===== src/rtl/micro_seq_pkg.sv =====
// micro_seq_pkg: sequencer op encodings shared by the Sigma microprogram sequencer
package micro_seq_pkg;
  typedef enum logic [0:2] {
    SEQ_NEXT = 3'd0,
    SEQ_JUMP = 3'd1,
    SEQ_CALL = 3'd2,
    SEQ_RET  = 3'd3,
    SEQ_MAP  = 3'd4,
    SEQ_LDCT = 3'd5,
    SEQ_LOOP = 3'd6,
    SEQ_WAIT = 3'd7
  } seq_op_t;
endpackage


===== src/rtl/micro_stack.sv =====
// micro_stack: return-address LIFO; callers must not push when full or pop when empty
module micro_stack #(
  parameter int ADDR_W = 12,
  parameter int STACK_DEPTH = 4,
  localparam int SP_W = $clog2(STACK_DEPTH + 1),
  localparam int IDX_W = STACK_DEPTH > 1 ? $clog2(STACK_DEPTH) : 1
) (
  input  logic              clock,
  input  logic              reset,
  input  logic              push,
  input  logic              pop,
  input  logic [0:ADDR_W-1] din,
  output logic [0:ADDR_W-1] top,
  output logic [0:SP_W-1]   sp,
  output logic              full,
  output logic              empty
);
  logic [0:ADDR_W-1] mem [STACK_DEPTH];
  logic [0:SP_W-1] sp_dec;
  logic [0:IDX_W-1] wr_idx, rd_idx;
  assign sp_dec = sp - SP_W'(1);
  assign wr_idx = IDX_W'(sp);
  assign rd_idx = IDX_W'(sp_dec);
  assign top = mem[rd_idx];
  assign full = sp == SP_W'(STACK_DEPTH);
  assign empty = sp == '0;
  // contents are deliberately left unreset; only the pointer matters
  always_ff @(posedge clock)
    if (push) mem[wr_idx] <= din;
  always_ff @(posedge clock or negedge reset)
    if (!reset) sp <= '0;
    else if (push) sp <= sp + SP_W'(1);
    else if (pop) sp <= sp_dec;
endmodule


===== src/rtl/micro_sequencer.sv =====
// micro_sequencer: next control-store address with call stack, loop counter, map dispatch and wait hold
module micro_sequencer
  import micro_seq_pkg::*;
#(
  parameter int ADDR_W = 12,
  parameter int CNT_W = 8,
  parameter int STACK_DEPTH = 4,
  parameter int NCOND = 8,
  localparam int SEL_W = $clog2(NCOND),
  localparam int SP_W = $clog2(STACK_DEPTH + 1)
) (
  input  logic              clock,
  input  logic              reset,
  input  logic [0:2]        op,
  input  logic [0:ADDR_W-1] din,
  input  logic [0:6]        map_in,
  input  logic [0:NCOND-1]  cond_in,
  input  logic [0:SEL_W-1]  cond_sel,
  input  logic              cond_inv,
  output logic [0:ADDR_W-1] uc_addr,
  output logic [0:ADDR_W-1] cur_addr,
  output logic [0:SP_W-1]   sp,
  output logic              cnt_zero,
  output logic              overflow,
  output logic              underflow
);
  seq_op_t sop;
  logic c, push, pop, full, empty, cnt_nz;
  logic [0:ADDR_W-1] upc, top, nxt;
  logic [0:CNT_W-1] cnt, cnt_nxt;
  assign sop = seq_op_t'(op);
  assign c = cond_in[cond_sel] ^ cond_inv;
  assign cnt_nz = |cnt;
  assign cnt_zero = !cnt_nz;
  always_comb begin
    nxt = upc;
    push = 1'b0;
    pop = 1'b0;
    cnt_nxt = cnt;
    case (sop)
      SEQ_JUMP: nxt = c ? din : upc;
      SEQ_CALL: begin
        nxt = c ? din : upc;
        push = c;
      end
      SEQ_RET: begin
        nxt = !c ? upc : empty ? '0 : top;
        pop = c;
      end
      SEQ_MAP: nxt = ADDR_W'(map_in);
      SEQ_LDCT: cnt_nxt = din[ADDR_W-CNT_W:ADDR_W-1];
      SEQ_LOOP: begin
        nxt = cnt_nz ? din : upc;
        cnt_nxt = cnt_nz ? cnt - CNT_W'(1) : cnt;
      end
      SEQ_WAIT: nxt = c ? upc : cur_addr;
      default: ;
    endcase
  end
  assign uc_addr = reset ? nxt : '0;
  always_ff @(posedge clock or negedge reset)
    if (!reset) begin
      upc <= '0;
      cur_addr <= '0;
      cnt <= '0;
      overflow <= 1'b0;
      underflow <= 1'b0;
    end else begin
      upc <= uc_addr + ADDR_W'(1);
      cur_addr <= uc_addr;
      cnt <= cnt_nxt;
      overflow <= overflow | (push & full);
      underflow <= underflow | (pop & empty);
    end
  micro_stack #(.ADDR_W(ADDR_W), .STACK_DEPTH(STACK_DEPTH)) u_stack (
    .clock(clock),
    .reset(reset),
    .push(push & ~full),
    .pop(pop & ~empty),
    .din(upc),
    .top(top),
    .sp(sp),
    .full(full),
    .empty(empty)
  );
endmodule


===== config.mk =====
export PLATFORM = sky130hd
export DESIGN_NAME = micro_sequencer
export DESIGN_NICKNAME = d
export VERILOG_FILES = /design/src/rtl/micro_seq_pkg.sv /design/src/rtl/micro_stack.sv /design/src/rtl/micro_sequencer.sv
export SDC_FILE = /design/constraint.sdc
export NUM_CORES = 1
export LEC_CHECK = 0
export CORE_UTILIZATION = 50
export CTS_BUF_LIST = sky130_fd_sc_hd__clkbuf_16
export CTS_CLUSTER_SIZE = 40
export DETAILED_ROUTE_END_ITERATION = 16
export PLACE_DENSITY = 0.82
export RECOVER_POWER = 25
export SLEW_MARGIN = 5
export SYNTH_ARGS = -nofsm -noshare
export SYNTH_HDL_FRONTEND = slang
export SYNTH_SLANG_ARGS = --single-unit

===== constraint.sdc =====
create_clock -name clock -period 5.4 [get_ports clock]
set_input_delay 0.81 -clock clock [delete_from_list [all_inputs] [get_ports clock]]
set_output_delay 0.81 -clock clock [all_outputs]
set_load 0.005 [all_outputs]

==> flow_metrics.env <==
export IMPL_grt_start_max_net_pins=41
export IMPL_rsz0062_at_grt="false"
export IMPL_cts_tree="yes"
export IMPL_fmax_mhz=209
export IMPL_arrival_ps=3980
export IMPL_slowest_delay_ps=790
export IMPL_synth_compound_area_share_pct=18.9
export IMPL_p_switching_uw=616
export IMPL_die_h_um=97.3
export IMPL_cp_start_kind="input pin"
export IMPL_crit_chain="clkdlybuf4s50_1, nand3b_1, nor2_1, nand2_1, nand2_1, or2_2, nand2_1, a41oi_1, clkdlybuf4s50_1"
export IMPL_ctsResizeCount=0
export IMPL_hpwl_mm=8.15
export IMPL_setup_tns_ps=0
export IMPL_reg2reg_depth=13
export IMPL_intPower_mw=1.41
export IMPL_htreeDepth=3
export IMPL_crit_start="op[1]"
export IMPL_skew_ps=8.60
export IMPL_wl_mm=11.6
export IMPL_async_reset_ff_share_pct=43.5
export IMPL_clk_latency_ps=330
export IMPL_postCtsHoldBufs=0
export IMPL_final_min_clock_period_ps=4790
export IMPL_cp_top_family="simple AND/OR/NAND/NOR gates"
export IMPL_areaGrowthSynthToFinish_pct=23.0
export IMPL_worstSetupEndpoint="uc_addr[0]"
export IMPL_clockRootBuffer="clkbuf_16"
export IMPL_synth_top_family_by_area="compound AO/OA/AOI/OAI gates"
export IMPL_finalSetupViolations=0
export IMPL_worstReg2RegStart="u_stack.sp[2]"
export IMPL_ys_seq_area_share_pct=52.1
export IMPL_diodes=0
export IMPL_syn_avg_cell_area_um2=11.7
export IMPL_yosys_top_cells_area="edfxtp_1 (32%), dfrtp_1 (20%), mux4_2 (5.9%)"
export IMPL_sequentialPowerShare_pct=40.7
export IMPL_post_drt_wl_per_cell_um=20.4
export IMPL_drt_iter0_drc=442
export IMPL_antenna_found_initial=0
export IMPL_grt_pass1_wl_mm=18.7
export IMPL_drive_gt1_share_pct=14.1
export IMPL_num_io_pins=66
export IMPL_start_util_pct=51.9
export IMPL_cp_slowest_cell="clkdlybuf4s50_1"
export IMPL_max_cap_violations=1
export IMPL_fin_cells=570
export IMPL_cp_num_cells=9
export IMPL_clkTransAtPathRegs_ps=60
export IMPL_hold_viol_final=0
export IMPL_crit_type="input pin to primary output"
export IMPL_nets=500
export IMPL_drt_first_pass_iters=6
export IMPL_maxSlewViolCount=41
export IMPL_fillers=673
export IMPL_row_count=34
export IMPL_cts_sinks=85
export IMPL_drtAntennaViolNets=0
export IMPL_synth_mux_area_share_pct=7.63
export IMPL_gp_congestion=0.959
export IMPL_violations="capacitance limit, slew limit"
export IMPL_status="finished with violations"
export IMPL_crit_required_ps=4590
export IMPL_placed_area_mm2=0.00530
export IMPL_chipWidth_um=97.3
export IMPL_hold_class="flip-flop to flip-flop"
export IMPL_pwr_share_comb_pct=29.4
export IMPL_min_period_over_period_pct=88.6
export IMPL_yosys_most_used_dff="edfxtp_1"
export IMPL_post_cts_buffers=0
export IMPL_crit_buf_inv=2
export IMPL_yosys_area_share_adder_pct=1.93
export IMPL_r2r_end="upc[1]"
export IMPL_portBuffers=65
export IMPL_worstSetupEndpointType="primary output"
export IMPL_viasPerCell=6.42
export IMPL_p_leak_nw=2.17
export IMPL_syn_inst=390
export IMPL_holdPathStages=1
export IMPL_synth_net_count=433
export IMPL_r2r_slack_ps=1700
export IMPL_max_vdd_ir_drop_mv=0.256
export IMPL_p_sw_share_pct=30.5
export IMPL_synth_edf_count=48
export IMPL_numCtsBuffers=9
export IMPL_synth_simple_area_share_pct=14.0
export IMPL_grt_usage_pct=25.7
export IMPL_synth_cell_types=79
export IMPL_crit_fanout=17
export IMPL_layout_commonest_cell="clkdlybuf4s50_1"
export IMPL_ctsLongestPathBuffers=2
export IMPL_power_share_clock_pct=30.0
export IMPL_powerDensity_mw_per_mm2=362
export IMPL_synth_top_cell_area_share_pct=31.7
export IMPL_core_area_mm2=0.00876
export IMPL_via_count=3658
export IMPL_slew_headroom_pct=-30.8
export IMPL_fp_dieArea_mm2=0.00947
export IMPL_yosysWarnings=0
export IMPL_syn_cell_area_mm2=0.00454
export IMPL_synth_xor_area_share_pct=2.31
export IMPL_synth_seq_cells=85
export IMPL_layout_common_cells="clkdlybuf4s50_1 (64), edfxtp_1 (48), nand2_1 (45), dfrtp_1 (37), a21oi_1 (26)"
export IMPL_overflow=0
export IMPL_max_slew_worst_pin_slew_ps=1960
export IMPL_yosysTopAreaCell="edfxtp_1"
export IMPL_finish_instance_area_mm2=0.00559
export IMPL_drc=0
export IMPL_grt_pass1_vias=3564
export IMPL_dp_cells=554
export IMPL_cp_common_cell="nand2_1"
[stage by stage]
step	utilization [%]	power, mW	hold slack (ps)	worst slack (ps)
2_1_floorplan	-	1.19	460	1930
3_3_place_gp	60.5	1.41	474	799
3_5_place_dp	60.5	1.42	470	708
4_1_cts	63.8	2.03	487	668
5_1_grt	63.8	2.11	529	440
6_report	63.8	2.02	487	613
[per-layer routing]
| metal | share of wire (%) | vias to the layer above | track usage, % |
|---|---|---|---|
| met5 | 0 | - | 0 |
| met1 | 40 | 1782 | 33.4 |
| met4 | 3.0 | 0 | 10.7 |
| met2 | 48 | 235 | 41.9 |
| li1 | - | 1604 | - |
| met3 | 9.4 | 37 | 5.47 |
[power groups by stage]
stage / Combinational, mW / Clock (mW) / Sequential [mW]
after floorplan: 0.377 / 0 / 0.816
after global placement: 0.577 / 0 / 0.828
after detailed placement: 0.590 / 0 / 0.833
after CTS: 0.595 / 0.612 / 0.821
after global routing: 0.639 / 0.642 / 0.830
final: 0.593 / 0.606 / 0.822
[cells by family (layout without fill, tap and decap cells)]
kind of cell,count (synthesis),count (layout)
compound gates,113,113
xor+xnor,12,12
fa+ha+maj,7,7
buf+inv,31,103
flops,85,85
mux,19,19
simple gates,123,123
[worst reg2reg max path: stages, from the launching register on]
cell     delay (ps)
dfrtp_1         330
buf_4           310
inv_1           140
ha_1            720
mux4_2          340
a22oi_1          70
o31a_1          150
o221a_1         280
or3_1           380
inv_1           100
ha_1            240
nand4_1         170
nor3b_2         220
xor2_1          160
[registers in the layout (all words and copies together), names as in the netlist]
signal	flops
underflow	1
cnt	8
upc	12
cur_addr	12
overflow	1
u_stack.mem	48
u_stack.sp	3
[cell type report]
cell class / instances / area (µm²) / area share [%]
clock buffers: 9 / 225 / 4.03
clock inverters: 7 / 67.6 / 1.21
flip-flops and latches: 85 / 2370 / 42.3
multi-input cells: 274 / 2030 / 36.4
well taps: 108 / 135 / 2.42
inverters: 13 / 48.8 / 0.873
repair buffers: 74 / 712 / 12.7
[worst min path at each step]
| stage | startpoint | end | slack, ps |
|---|---|---|---|
| after floorplan | underflow | underflow | 460 |
| after global placement | overflow | overflow | 470 |
| after detailed placement | overflow | overflow | 470 |
| after CTS | overflow | overflow | 490 |
| after global routing | overflow | overflow | 530 |
| final | overflow | overflow | 490 |
[synthesized netlist by cell type, types with 5 or more instances]
master / instances
dfrtp_1: 37
edfxtp_1: 48
o21ai_0: 25
and2_1: 7
a31oi_1: 6
and3_1: 5
nor2b_1: 6
nand3_1: 5
a21oi_1: 26
nor3_1: 5
nand2_1: 45
ha_1: 7
xnor2_1: 6
a22oi_1: 7
xor2_1: 6
mux2i_1: 5
clkbuf_1: 10
inv_1: 12
nand2b_1: 6
nor2_1: 23
mux4_2: 12
No activity file was read; power rests on OpenSTA's default activity.
